`src/rtl/pi_bus_arbiter.sv`:
```
// rtl/pi_bus_arbiter.sv - time-sliced SRAM bus arbiter between the 6502 CPU and the Pi
//
// Ports:
//   sys_clk, reset            system clock, synchronous active-high reset
//   cpu_en, cpu_addr,         CPU slot request, sampled at cycle_count 0
//   cpu_rw_b, cpu_data_out
//   cpu_data_in               captured CPU read data
//   cpu_clk_en                one-cycle pulse in the last cycle of each bus cycle
//   pi_addr, pi_rw_b,         Pi request, held while pi_pending is high
//   pi_data_out, pi_pending
//   pi_data_in, pi_done       captured Pi read data, completion level
//   ram_addr, ram_data_out,   SRAM address, write data and data bus drive
//   ram_data_oe
//   ram_data_in               SRAM read data
//   ram_we_b, ram_oe_b        SRAM strobes, active low
//   cycle_count, state        debug: position in bus cycle, FSM state

module pi_bus_arbiter #(
  parameter int CYCLE_LEN        = 64,
  parameter int CPU_STROBE_START = 8,
  parameter int CPU_STROBE_END   = 24,
  parameter int PI_START         = 32,
  parameter int PI_STROBE_START  = 36,
  parameter int PI_STROBE_END    = 52
) (
  input  logic                         sys_clk,
  input  logic                         reset,
  input  logic                         cpu_en,
  input  logic [16:0]                  cpu_addr,
  input  logic                         cpu_rw_b,
  input  logic [7:0]                   cpu_data_out,
  output logic [7:0]                   cpu_data_in,
  output logic                         cpu_clk_en,
  input  logic [16:0]                  pi_addr,
  input  logic                         pi_rw_b,
  input  logic [7:0]                   pi_data_out,
  input  logic                         pi_pending,
  output logic [7:0]                   pi_data_in,
  output logic                         pi_done,
  output logic [16:0]                  ram_addr,
  output logic [7:0]                   ram_data_out,
  output logic                         ram_data_oe,
  input  logic [7:0]                   ram_data_in,
  output logic                         ram_we_b,
  output logic                         ram_oe_b,
  output logic [$clog2(CYCLE_LEN)-1:0] cycle_count,
  output logic [1:0]                   state
);

  localparam int CW = $clog2(CYCLE_LEN);

  localparam logic [CW-1:0] C_LAST   = CW'(CYCLE_LEN - 1);
  localparam logic [CW-1:0] C_CSS    = CW'(CPU_STROBE_START);
  localparam logic [CW-1:0] C_CSE    = CW'(CPU_STROBE_END);
  localparam logic [CW-1:0] C_CSE_M1 = CW'(CPU_STROBE_END - 1);
  localparam logic [CW-1:0] C_PST_M1 = CW'(PI_START - 1);
  localparam logic [CW-1:0] C_PSS    = CW'(PI_STROBE_START);
  localparam logic [CW-1:0] C_PSE    = CW'(PI_STROBE_END);
  localparam logic [CW-1:0] C_PSE_M1 = CW'(PI_STROBE_END - 1);

  if (!(CPU_STROBE_START < CPU_STROBE_END && CPU_STROBE_END < PI_START &&
        PI_START < PI_STROBE_START && PI_STROBE_START < PI_STROBE_END &&
        PI_STROBE_END < CYCLE_LEN)) begin : g_param_check
    $error("pi_bus_arbiter: slot boundaries out of order");
  end

  typedef enum logic [1:0] {
    ST_CPU  = 2'd0,
    ST_PI   = 2'd1,
    ST_IDLE = 2'd2
  } state_t;

  state_t        state_q, nxt_state;
  logic          cpu_en_q, cpu_rw_q, pi_rw_q;
  logic [CW-1:0] nxt_count;
  logic          cpu_en_eff, cpu_rw_eff, pi_take, pi_rw_eff;
  logic          nxt_we_b, nxt_oe_b, nxt_doe;
  logic [16:0]   nxt_addr;
  logic [7:0]    nxt_wdata;

  assign state = state_q;

  // Every output is registered, so the next-cycle value of each output is
  // derived here from the count and state the design is about to enter.
  always_comb begin
    nxt_count  = (cycle_count == C_LAST) ? '0 : cycle_count + 1'b1;
    // The CPU request is latched on the edge leaving count 0; use it as it
    // is being latched so the window decode never sees a stale request.
    cpu_en_eff = (cycle_count == '0) ? cpu_en : cpu_en_q;
    cpu_rw_eff = (cycle_count == '0) ? cpu_rw_b : cpu_rw_q;
    // A completed request (pi_done still high) is never served twice.
    pi_take    = (state_q == ST_CPU) && (cycle_count == C_PST_M1) && pi_pending && !pi_done;
    pi_rw_eff  = pi_take ? pi_rw_b : pi_rw_q;

    nxt_state = state_q;
    case (state_q)
      ST_CPU:  if (cycle_count == C_PST_M1) nxt_state = pi_take ? ST_PI : ST_IDLE;
      ST_PI:   if (cycle_count == C_PSE) nxt_state = ST_IDLE;
      ST_IDLE: if (cycle_count == C_LAST) nxt_state = ST_CPU;
      default: nxt_state = ST_IDLE;
    endcase

    nxt_addr  = ram_addr;
    nxt_wdata = ram_data_out;
    if (cycle_count == '0) begin
      nxt_addr  = cpu_addr;
      nxt_wdata = cpu_data_out;
    end else if (pi_take) begin
      nxt_addr  = pi_addr;
      nxt_wdata = pi_data_out;
    end

    // Write data is driven one cycle past the write strobe for hold time.
    nxt_we_b = 1'b1;
    nxt_oe_b = 1'b1;
    nxt_doe  = 1'b0;
    if (nxt_state == ST_CPU && cpu_en_eff) begin
      if (nxt_count >= C_CSS && nxt_count < C_CSE) begin
        nxt_oe_b = !cpu_rw_eff;
        nxt_we_b = cpu_rw_eff;
      end
      nxt_doe = !cpu_rw_eff && nxt_count >= C_CSS && nxt_count <= C_CSE;
    end else if (nxt_state == ST_PI) begin
      if (nxt_count >= C_PSS && nxt_count < C_PSE) begin
        nxt_oe_b = !pi_rw_eff;
        nxt_we_b = pi_rw_eff;
      end
      nxt_doe = !pi_rw_eff && nxt_count >= C_PSS && nxt_count <= C_PSE;
    end
  end

  always_ff @(posedge sys_clk) begin
    if (reset) begin
      state_q      <= ST_CPU;
      cycle_count  <= '0;
      cpu_clk_en   <= 1'b0;
      ram_we_b     <= 1'b1;
      ram_oe_b     <= 1'b1;
      ram_data_oe  <= 1'b0;
      ram_addr     <= '0;
      ram_data_out <= '0;
      cpu_data_in  <= '0;
      pi_data_in   <= '0;
      pi_done      <= 1'b0;
      cpu_en_q     <= 1'b0;
      cpu_rw_q     <= 1'b1;
      pi_rw_q      <= 1'b1;
    end else begin
      state_q      <= nxt_state;
      cycle_count  <= nxt_count;
      cpu_clk_en   <= (nxt_count == C_LAST);
      ram_we_b     <= nxt_we_b;
      ram_oe_b     <= nxt_oe_b;
      ram_data_oe  <= nxt_doe;
      ram_addr     <= nxt_addr;
      ram_data_out <= nxt_wdata;
      if (cycle_count == '0) begin
        cpu_en_q <= cpu_en;
        cpu_rw_q <= cpu_rw_b;
      end
      if (pi_take) pi_rw_q <= pi_rw_b;
      if (state_q == ST_CPU && cycle_count == C_CSE_M1 && cpu_en_q && cpu_rw_q)
        cpu_data_in <= ram_data_in;
      if (state_q == ST_PI && cycle_count == C_PSE_M1 && pi_rw_q)
        pi_data_in <= ram_data_in;
      // A request withdrawn mid-access finishes its strobe but reports no done.
      if (state_q == ST_PI && cycle_count == C_PSE_M1)
        pi_done <= pi_pending;
      else if (!pi_pending)
        pi_done <= 1'b0;
    end
  end

endmodule

```
`config.mk`:
```
export PLATFORM = sky130hd
export DESIGN_NAME = pi_bus_arbiter
export DESIGN_NICKNAME = d
export VERILOG_FILES = /design/src/rtl/pi_bus_arbiter.sv
export SDC_FILE = /design/constraint.sdc
export NUM_CORES = 1
export LEC_CHECK = 0
export CORE_ASPECT_RATIO = 1.5
export CORE_UTILIZATION = 42
export CTS_CLUSTER_DIAMETER = 40
export DETAILED_ROUTE_END_ITERATION = 12
export PLACE_DENSITY = 0.84
export SYNTH_ARGS = -nofsm -noshare
export SYNTH_HDL_FRONTEND = slang
export SYNTH_SLANG_ARGS = --single-unit
```
`constraint.sdc`:
```
create_clock -name sys_clk -period 2.9 [get_ports sys_clk]
set_clock_uncertainty 0.2 [all_clocks]
set_input_delay 0.435 -clock sys_clk [delete_from_list [all_inputs] [get_ports sys_clk]]
set_output_delay 0.435 -clock sys_clk [all_outputs]
set_load 0.01 [all_outputs]
```
# [After elaboration in Yosys (flattened, before gate mapping)]
# Cells that the tools add are included.
[word_totals] in_bits=64 elab_cells=78 out_inout_bits=54 regBits=57
[classes] eq_ne=10 n_reduce_logical=22 n_addsub=1 muxes=25 magnitude_cmp=6
[ops] cell="$mux W17" n=2
[ops] cell="$eq A6 B6 Y1 const B" n=4
[ops] cell="$mux W8" n=2
[ops] cell="$logic_and A1 B1 Y1" n=15
[ops] cell="$mux W1" n=15
[ops] cell="$eq A6 B5 Y1 const B" n=2
[ops] cell="$mux W2" n=4
[ops] cell="$add A6 B1 Y6 const B" n=1
[ops] cell="$ge A6 B4 Y1 const B" n=1
[ops] cell="$ge A6 B6 Y1 const B" n=1
[ops] cell="$le A6 B5 Y1 const B" n=1
[ops] cell="$le A6 B6 Y1 const B" n=1
[ops] cell="$logic_not A6 Y1" n=1
[ops] cell="$lt A6 B5 Y1 const B" n=1
[ops] cell="$lt A6 B6 Y1 const B" n=1
[ops] cell="$mux W6" n=1
[ops] cell="$pmux W2 S3" n=1
[ops] cell="$eq A2 B1 Y1 const B" n=2
[ops] cell="$logic_not A2 Y1" n=2
[ops] cell="$logic_not A1 Y1" n=3
[ops] cell="$eq A2 B2 Y1 const B" n=1
[ops] cell="$ne A2 B1 Y1 const B" n=1
[ops] cell="$reduce_bool A2 Y1" n=1

# [Depth between registers and ports, before layout]
# Gate-level depths: netlist (run 1).
[logic_depth] ltp_word=10 depth_mapped=8 mapped_depth_nobuf=7

# [Worst setup path before layout (run 1)]
# No wires, ideal clock.
[synth_timing] path_kind="reg-to-reg" start="register cycle_count[1]" end="register ram_oe_b" required_ns=2.578 synth_period_minus_slack_ns=2.115 n_path_buf=1 stages_incl_launch_ff=8 arrival_ns=1.793 setup_time_ns=0.122 setup_slack_ns=0.785 path_cell_list="dfxtp_1 > ha_1 > buf_2 > nand4b_1 > o21ai_1 > nand2_1 > or4b_4 > o32a_1"
[synth_via] elab_chain_cells=10 word_cells_on_any_way=32 cone_classes="1 x add/sub; 4 x order compare; 4 x eq/ne; 13 x mux; 10 x reduce/logical"
[synth_rtl] element="start, declared" line_no="46" text="output logic [$clog2(CYCLE_LEN)-1:0] cycle_count,"
[synth_rtl] element="start signal, assigned" line_no="150" text="cycle_count <= nxt_count;"
[synth_rtl] element="branches (longest 9 deep; another with $add A6 B1 Y6)"
[synth_rtl] element="$mux W1 (*)" line_no="117" text="if (nxt_state == ST_CPU && cpu_en_eff) begin"
[synth_rtl] element="end signal, assigned" line_no="153" text="ram_oe_b <= nxt_oe_b;"
[synth_rtl] element="end, declared" line_no="45" text="output logic ram_oe_b,"
# Mark *: on every way between the ends.
# A chain may end at the register's enable or synchronous reset.

# [Final worst setup path (run 1)]
# Ends and elaborated chain as after synthesis.

==> qor.json, run 1 <==
{
  "grt_pass1_wl_mm": 11.7,
  "cp-end-kind": "register",
  "worstPathBufferInverterCount": 0,
  "final_worst_path_period_need_ns": 2.41,
  "worstHoldStart": "pi_data_in[4]",
  "cts_hold_repair_buffers": 0,
  "synth_top_area_share_pct": 43.6,
  "synth_async_sr_flop_share_pct": 0,
  "dp.final_hpwl_mm": 5.29,
  "finalHoldViolCount": 0,
  "initial_core_util_pct": 44.3,
  "design_power_total_w": 0.00202,
  "netlist_instances": 279,
  "die_width_um": 66.5,
  "worstSetupStartpoint": "cycle_count[1]",
  "globalRouteOverflowTotal": 0,
  "wirelength_mm": 7.06,
  "worstSkewPairLatency_ns": 0.33,
  "dieHeight_um": 98.7,
  "cell_by_cell_listing_of_the_critical_path": "ha_1 -> nand2b_1 -> a211oi_1 -> nor3_1 -> or4b_4 -> o32a_1",
  "ir_worst_vdd_v": 0.000382,
  "tritoncts.num_buffers": 9,
  "postCtsSetupBuffers": 0,
  "postCtsResizedCells": 0,
  "critical_path.reg2reg.startpoint": "cycle_count[1]",
  "cpLargestDelayFamily": "simple AND/OR/NAND/NOR gates",
  "yosysWarningCount": 0,
  "final_layout_size_suffix_gt1_share_pct": 7.52,
  "area.growth.synth_to_final_pct": 54.2,
  "max_cap_viol_count": 0,
  "grt_use_total_pct": 23.6,
  "cpPeakStageDelay_ns": 0.53,
  "cts_buffer_depth": 2,
  "path_class_of_the_lowest_slack_min_delay_path": "reg2reg",
  "io-pin-count": 118,
  "synth_top_area_cell": "sky130_fd_sc_hd__dfxtp_1",
  "setup_total_negative_slack_ns": 0,
  "vias_in_the_first_global_route": 2559,
  "outcome": "finished clean",
  "core-area_mm2": 0.00591,
  "cts-root-buf": "sky130_fd_sc_hd__clkbuf_8",
  "via_count": 2509,
  "synth_cell_types": 45,
  "htreeDepth": 3,
  "finalWeightedCongestion": 0.857,
  "postSynthRegisterBits": 57,
  "postPlaceCellArea_mm2": 0.00383,
  "floorplan.die_area_mm2": 0.00656,
  "rows": 34,
  "final_area_mm2": 0.00404,
  "power_leakage_nw": 1.79,
  "insertedDiodeCount": 0,
  "postSynthNetCount": 346,
  "cts_tree": "built",
  "critPathSlowestCell": "sky130_fd_sc_hd__or4b_4",
  "finish.net_count": 461,
  "crit_required_ns": 2.92,
  "worstSetupPathType": "reg2reg",
  "port_buffers": 117,
  "synth.top_cells.by_area": "sky130_fd_sc_hd__dfxtp_1 44%, sky130_fd_sc_hd__mux2i_1 16%, sky130_fd_sc_hd__a211oi_1 7.5%",
  "timing_worst_slew_pin_value_ns": 0.597,
  "routed_via_density": 5.33,
  "pwr_density_cell_mw_per_mm2": 501,
  "post_synth.cell_area_avg_um2": 9.39,
  "finalCoreUtilization_pct": 68.3,
  "synthFlopType": "sky130_fd_sc_hd__dfxtp_1",
  "synth_area_mm2": 0.00262,
  "avgRoutedWirePerCell_um": 15.0,
  "timing.max_slew.rel_slack_pct": 60.2,
  "timing.final.setup_violations": 0,
  "mostFrequentLayoutCell": "sky130_fd_sc_hd__clkdlybuf4s50_1",
  "cts.reportedPaths.clkPinSlew_ns": 0.07,
  "antenna_violating_nets_post_route": 0,
  "critPathLaunchType": "register",
  "report.final.slew_viol_count": 0,
  "total_drc_errors_in_the_routed_layout": 0,
  "rsz0062_at_grt": "false",
  "synth.yosys.seq_area_share_pct": 43.6,
  "timing.critical_path.arrival_ns": 2.43,
  "final_cell_mix": "117 x sky130_fd_sc_hd__clkdlybuf4s50_1, 57 x sky130_fd_sc_hd__dfxtp_1, 49 x sky130_fd_sc_hd__nor2_1, 42 x sky130_fd_sc_hd__mux2i_1, 26 x sky130_fd_sc_hd__a211oi_1",
  "detailedRoute.firstIterationViolations": 97,
  "drt_pre_antenna_iters": 5,
  "numClockSinks": 57,
  "grt_start_max_net_pins": 51,
  "timing.critical_path.fanout_max": 11,
  "achievable-frequency_mhz": 415,
  "antenna_violations_before_repair": 0,
  "synth_edf_count": 0,
  "fin_crit_sh_pct": 83.1
}
worst paths after layout:
kind                   endpoint  slack, ns  cells past startpoint
setup / recovery       ram_oe_b       0.49                      6
hold / removal    pi_data_in[4]       0.30                      2
setup reg to reg       ram_oe_b       0.49                      6
hold reg to reg   pi_data_in[4]       0.30                      2
final cells by class:
class | instances | area, µm²
Tap cell | 72 | 90.1
Inverter | 4 | 15.0
Timing Repair Buffer | 123 | 1220
Multi-Input combinational cell | 199 | 1370
Fill cell | 491 | 1870
Sequential cell | 57 | 1140
Clock inverter | 7 | 85.1
Clock buffer | 9 | 124
cell usage after synthesis, types with 2 or more instances:
cell type                  instances
sky130_fd_sc_hd__buf_2             4
sky130_fd_sc_hd__and2_1            3
sky130_fd_sc_hd__o21ai_0           5
sky130_fd_sc_hd__nor2b_1           5
sky130_fd_sc_hd__nand2_1          13
sky130_fd_sc_hd__ha_1              3
sky130_fd_sc_hd__nand3b_1          3
sky130_fd_sc_hd__inv_1             4
sky130_fd_sc_hd__a211oi_1         26
sky130_fd_sc_hd__nor2_1           49
sky130_fd_sc_hd__clkbuf_1         10
sky130_fd_sc_hd__or4_1             2
sky130_fd_sc_hd__buf_4             5
sky130_fd_sc_hd__xor2_1            2
sky130_fd_sc_hd__nand3_1           6
sky130_fd_sc_hd__nand2b_1          2
sky130_fd_sc_hd__and3_1            3
sky130_fd_sc_hd__mux2i_1          42
sky130_fd_sc_hd__nand4_1           3
sky130_fd_sc_hd__dfxtp_1          57
sky130_fd_sc_hd__nor3_1            4
sky130_fd_sc_hd__a21oi_1           5
through the flow:
stage                     cells  worst slack, ns  hold WS (ns)
after global placement      455            0.618         0.276
after detailed placement    455            0.523         0.291
after floorplan             279            0.785         0.274
after CTS                   471            0.505         0.306
final                       471            0.489         0.302
after global routing        471            0.350         0.332
metal layers:
layer | share of wire, % | vias up | global-route usage (%)
met1 | 36 | 1148 | 24.6
li1 | - | 1230 | -
met3 | 8.7 | 20 | 9.49
met4 | 2.8 | 0 | 11.1
met5 | 0 | - | 0
met2 | 52 | 111 | 40.3
power breakdown:
part	total, W	switching [W]	internal (W)	leakage, nW
clock	0.000791	0.000315	0.000475	0.113
sequential	0.000870	0.0000364	0.000834	0.467
combinational	0.000364	0.000150	0.000214	1.21
logic make-up after synthesis:
logic type | after synthesis | synth area share (%)
AND/OR/NAND/NOR | 103 | 20.3
flip-flops | 57 | 43.6
AO/OA/AOI/OAI | 47 | 12.9
multiplexers | 43 | 16.6
buffers and inverters | 23 | 4.20
XOR/XNOR | 3 | 1.00
adder cells (fa/ha/maj) | 3 | 1.43
state kept, by name, indices dropped and copies added, names as in the netlist:
register and cells:
state 2, pi_data_in 8, cpu_rw_q 1, pi_rw_q 1, cpu_en_q 1, pi_done 1, cpu_data_in 8, cycle_count 6
ram_data_out 8, ram_oe_b 1, ram_we_b 1, ram_data_oe 1, ram_addr 17, cpu_clk_en 1
worst min-delay path, delay by kind of cell (launching register included):
family | cells | cell delay [ns]
multiplexers | 1 | 0.07
flip-flops | 1 | 0.33
AND/OR/NAND/NOR | 1 | 0.07
Note: power is estimated with default switching activity, not from simulation.
==> inputs of run 2 (changes only) <==
--- a/config.mk
+++ b/config.mk
@@ -6,10 +6,10 @@
 export NUM_CORES = 1
 export LEC_CHECK = 0
 export CORE_ASPECT_RATIO = 1.5
-export CORE_UTILIZATION = 42
+export CORE_UTILIZATION = 38
 export CTS_CLUSTER_DIAMETER = 40
 export DETAILED_ROUTE_END_ITERATION = 12
-export PLACE_DENSITY = 0.84
+export PLACE_DENSITY = 0.8
 export SYNTH_ARGS = -nofsm -noshare
 export SYNTH_HDL_FRONTEND = slang
 export SYNTH_SLANG_ARGS = --single-unit
==> constraint.sdc (replaced) <==
create_clock -name sys_clk -period 2.1 [get_ports sys_clk]
set_clock_uncertainty 0.2 [all_clocks]
set_input_delay 0.315 -clock sys_clk [delete_from_list [all_inputs] [get_ports sys_clk]]
set_output_delay 0.315 -clock sys_clk [all_outputs]
set_load 0.01 [all_outputs]
==> qor.json, run 2 (synthesis gave the netlist of run 1 again) <==
{
  "groute.layer.met1.usage": {"value": 23.5, "unit": "%", "change": "was 24.6%"},
  "ff_latch_area": {"value": 0.00115, "unit": "mm²", "change": "was 0.00114 mm²"},
  "area.growth.synth_to_final": {"value": 63.4, "unit": "%", "change": "was 54.2%"},
  "pwr_density_cell": {"value": 609, "unit": "mW/mm²", "change": "was 501 mW/mm²"},
  "port_buffers": {"value": 117, "change": "unchanged"},
  "cts_hold_repair_buffers": {"value": 0, "change": "unchanged"},
  "top_usage_layer": {"value": "met2", "change": "unchanged"},
  "die_width": {"value": 69.8, "unit": "µm", "change": "was 66.5 µm"},
  "multi_input_comb_area": {"value": 0.00144, "unit": "mm²", "change": "was 0.00137 mm²"},
  "achievable-frequency": {"value": 485, "unit": "MHz", "change": "was 415 MHz"},
  "antenna_violations_before_repair": {"value": 0, "change": "unchanged"},
  "timing.final.setup_violations": {"value": 0, "change": "unchanged"},
  "numPlacedInstances": {"value": 479, "change": "was 455"},
  "fin_crit_sh": {"value": 98.1, "unit": "%", "change": "was 83.1%"},
  "setup.reg_to_reg.worst_slack": {"value": 0.04, "unit": "ns", "change": "was 0.49 ns"},
  "cpMostUsedCell": "sky130_fd_sc_hd__nor3_2",
  "dieHeight": {"value": 104, "unit": "µm", "change": "was 98.7 µm"},
  "initial_core_util": {"value": 39.8, "unit": "%", "change": "was 44.3%"},
  "numClockSinks": {"value": 57, "change": "unchanged"},
  "cell_by_cell_listing_of_the_critical_path": {"value": "buf_4 -> and3_2 -> nor3_2 -> nor3_2 -> or4b_4 -> o22a_1", "change": "was ha_1 -> nand2b_1 -> a211oi_1 -> nor3_1 -> or4b_4 -> o32a_1"},
  "n_fill_cell": {"value": 550, "change": "was 491"},
  "worstHoldStart": {"value": "reset", "change": "was pi_data_in[4]"},
  "fin_cells": {"value": 493, "change": "was 471"},
  "globalRouteOverflowTotal": {"value": 0, "change": "unchanged"},
  "fraction_of_met3_tracks_used_by_global_routing": {"value": 5.06, "unit": "%", "change": "was 9.49%"},
  "cp-end-kind": {"value": "register", "change": "unchanged"},
  "placement.setup.worst_slack": {"value": -0.0559, "unit": "ns", "change": "was 0.523 ns"},
  "largest_register_ff_count": {"value": 17, "change": "unchanged"},
  "detailedRoute.firstIterationViolations": {"value": 213, "change": "was 97"},
  "tritoncts.num_buffers": {"value": 9, "change": "unchanged"},
  "worstSetupPathType": {"value": "reg2reg", "change": "unchanged"},
  "vias_in_the_first_global_route": {"value": 2652, "change": "was 2559"},
  "timing.critical_path.fanout_max": {"value": 7, "change": "was 11"},
  "drt_pre_antenna_iters": {"value": 6, "change": "was 5"},
  "cts-root-buf": {"value": "sky130_fd_sc_hd__clkbuf_8", "change": "unchanged"},
  "worstPathBufferInverterCount": {"value": 1, "change": "was 0"},
  "ir_worst_vdd": {"value": 0.000358, "unit": "V", "change": "was 0.000382 V"},
  "wirelength": {"value": 7.62, "unit": "mm", "change": "was 7.06 mm"},
  "cts_buffer_depth": {"value": 2, "change": "unchanged"},
  "via_count": {"value": 2591, "change": "was 2509"},
  "timing_worst_slew_pin_value": {"value": 0.344, "unit": "ns", "change": "was 0.597 ns"},
  "rsz0062_at_grt": {"value": "true", "change": "was false"},
  "report.final.slew_viol_count": {"value": 0, "change": "unchanged"},
  "cts.reportedPaths.clkPinSlew": {"value": 0.06, "unit": "ns", "change": "was 0.07 ns"},
  "mostFrequentLayoutCell": {"value": "sky130_fd_sc_hd__clkdlybuf4s50_1", "change": "unchanged"},
  "timing.max_slew.rel_slack": {"value": 76.7, "unit": "%", "change": "was 60.2%"},
  "io-pin-count": {"value": 118, "change": "unchanged"},
  "finish.net_count": {"value": 483, "change": "was 461"},
  "critPathSlowestCell": {"value": "sky130_fd_sc_hd__or4b_4", "change": "unchanged"},
  "grt_use_total": {"value": 21.3, "unit": "%", "change": "was 23.6%"},
  "dp.final_hpwl": {"value": 5.37, "unit": "mm", "change": "was 5.29 mm"},
  "timing.critical_path.arrival": {"value": 2.08, "unit": "ns", "change": "was 2.43 ns"},
  "avgRoutedWirePerCell": {"value": 15.5, "unit": "µm", "change": "was 15.0 µm"},
  "max_cap_viol_count": {"value": 0, "change": "unchanged"},
  "final_cell_mix": {"value": "116 x sky130_fd_sc_hd__clkdlybuf4s50_1, 53 x sky130_fd_sc_hd__dfxtp_1, 49 x sky130_fd_sc_hd__nor2_1, 42 x sky130_fd_sc_hd__mux2i_1, 25 x sky130_fd_sc_hd__a211oi_1", "change": "was 117 x sky130_fd_sc_hd__clkdlybuf4s50_1, 57 x sky130_fd_sc_hd__dfxtp_1, 49 x sky130_fd_sc_hd__nor2_1, 42 x sky130_fd_sc_hd__mux2i_1, 26 x sky130_fd_sc_hd__a211oi_1"},
  "worstSetupStartpoint": {"value": "cycle_count[0]", "change": "was cycle_count[1]"},
  "critPathLaunchType": {"value": "register", "change": "unchanged"},
  "rows": {"value": 36, "change": "was 34"},
  "path_class_of_the_lowest_slack_min_delay_path": {"value": "in2reg", "change": "was reg2reg"},
  "hold_slack": {"value": 0.0750, "unit": "ns", "change": "was 0.302 ns"},
  "finalHoldViolCount": {"value": 0, "change": "unchanged"},
  "final_layout_size_suffix_gt1_share": {"value": 16.3, "unit": "%", "change": "was 7.52%"},
  "finalWeightedCongestion": {"value": 0.914, "change": "was 0.857"},
  "floorplan.die_area": {"value": 0.00723, "unit": "mm²", "change": "was 0.00656 mm²"},
  "cts_tree": {"value": "built", "change": "unchanged"},
  "finalCoreUtilization": {"value": 65.0, "unit": "%", "change": "was 68.3%"},
  "worstSkewPairLatency": {"value": 0.33, "unit": "ns", "change": "about the same"},
  "cpPeakStageDelay": {"value": 0.54, "unit": "ns", "change": "was 0.53 ns"},
  "finalWorstSetupSlack": {"value": 0.0397, "unit": "ns", "change": "was 0.489 ns"},
  "grt_start_max_net_pins": {"value": 51, "change": "unchanged"},
  "outcome": {"value": "finished clean", "change": "unchanged"},
  "htreeDepth": {"value": 3, "change": "unchanged"},
  "power_leakage": {"value": 1.90, "unit": "nW", "change": "was 1.79 nW"},
  "insertedDiodeCount": {"value": 0, "change": "unchanged"},
  "final_worst_path_period_need": {"value": 2.06, "unit": "ns", "change": "was 2.41 ns"},
  "total_drc_errors_in_the_routed_layout": {"value": 0, "change": "unchanged"},
  "crit_required": {"value": 2.12, "unit": "ns", "change": "was 2.92 ns"},
  "routed_via_density": {"value": 5.26, "change": "was 5.33"},
  "critical_path.reg2reg.startpoint": {"value": "cycle_count[0]", "change": "was cycle_count[1]"},
  "cpLargestDelayFamily": {"value": "simple AND/OR/NAND/NOR gates", "change": "unchanged"},
  "antenna_violating_nets_post_route": {"value": 0, "change": "unchanged"},
  "core-area": {"value": 0.00658, "unit": "mm²", "change": "was 0.00591 mm²"},
  "regMostFlops": {"value": "ram_addr", "change": "unchanged"},
  "grt_use_met2": {"value": 36.5, "unit": "%", "change": "was 40.3%"},
  "grt_pass1_wl": {"value": 12.4, "unit": "mm", "change": "was 11.7 mm"}
}
-- run 2: what timing repair did --
| action | in CTS | in global routing |
|---|---|---|
| gates cloned | 0 | 1 |
| gates resized for setup | 4 | 20 |
| endpoints found under the setup margin | 28 | 36 |
| pin swaps | 0 | 10 |
| setup buffers | 0 | 2 |
-- run 2: layout make-up --
| type | count | area share [%] |
|---|---|---|
| flip-flops and latches | 57 | 26.8 |
| repair buffers | 145 | 33.1 |
| well taps | 76 | 2.22 |
| clock buffers | 11 | 3.54 |
| multi-input cells | 199 | 33.7 |
| inverters | 4 | 0.409 |
| clock inverters | 1 | 0.117 |
-- run 2: layer usage --
| layer | up-vias | wire, µm |
|---|---|---|
| li1 | 1268 | - |
| met1 | 1207 | 3050 |
| met2 | 97 | 3950 |
| met3 | 19 | 364 |
| met4 | 0 | 269 |
| met5 | - | 0 |
-- run 2: power by group --
group / internal [W] / leakage, nW / switching, W
Clock: 0.000463 / 0.0830 / 0.000394
Sequential: 0.00115 / 0.469 / 0.0000427
Combinational: 0.000329 / 1.34 / 0.000225
Total: 0.00195 / 1.90 / 0.000662
-- run 2: path summary, 6_finish.rpt --
path                                       end  cells after the start
worst min register to register  cpu_data_in[3]                      2
worst min-delay path            cycle_count[4]                      2
worst max register to register        ram_we_b                      6
worst max-delay path                  ram_we_b                      6
-- run 2: through the flow --
step                total power [W]  cell area (µm²)  setup TNS [ns]
detailed placement          0.00175             4000          -0.772
global placement            0.00174             4000         -0.0517
floorplan                   0.00143             2620               0
finish                      0.00261             4280               0
global route                0.00273             4280        -0.00877
CTS                         0.00262             4170               0
==> inputs of run 3 (changes only) <==
--- a/config.mk
+++ b/config.mk
@@ -7,7 +7,6 @@
 export LEC_CHECK = 0
 export CORE_ASPECT_RATIO = 1.5
 export CORE_UTILIZATION = 38
-export CTS_CLUSTER_DIAMETER = 40
 export DETAILED_ROUTE_END_ITERATION = 12
 export PLACE_DENSITY = 0.8
 export SYNTH_ARGS = -nofsm -noshare
==> results of run 3 <==
Same layout as run 2: the final DEF is identical, and so are final timing and power.
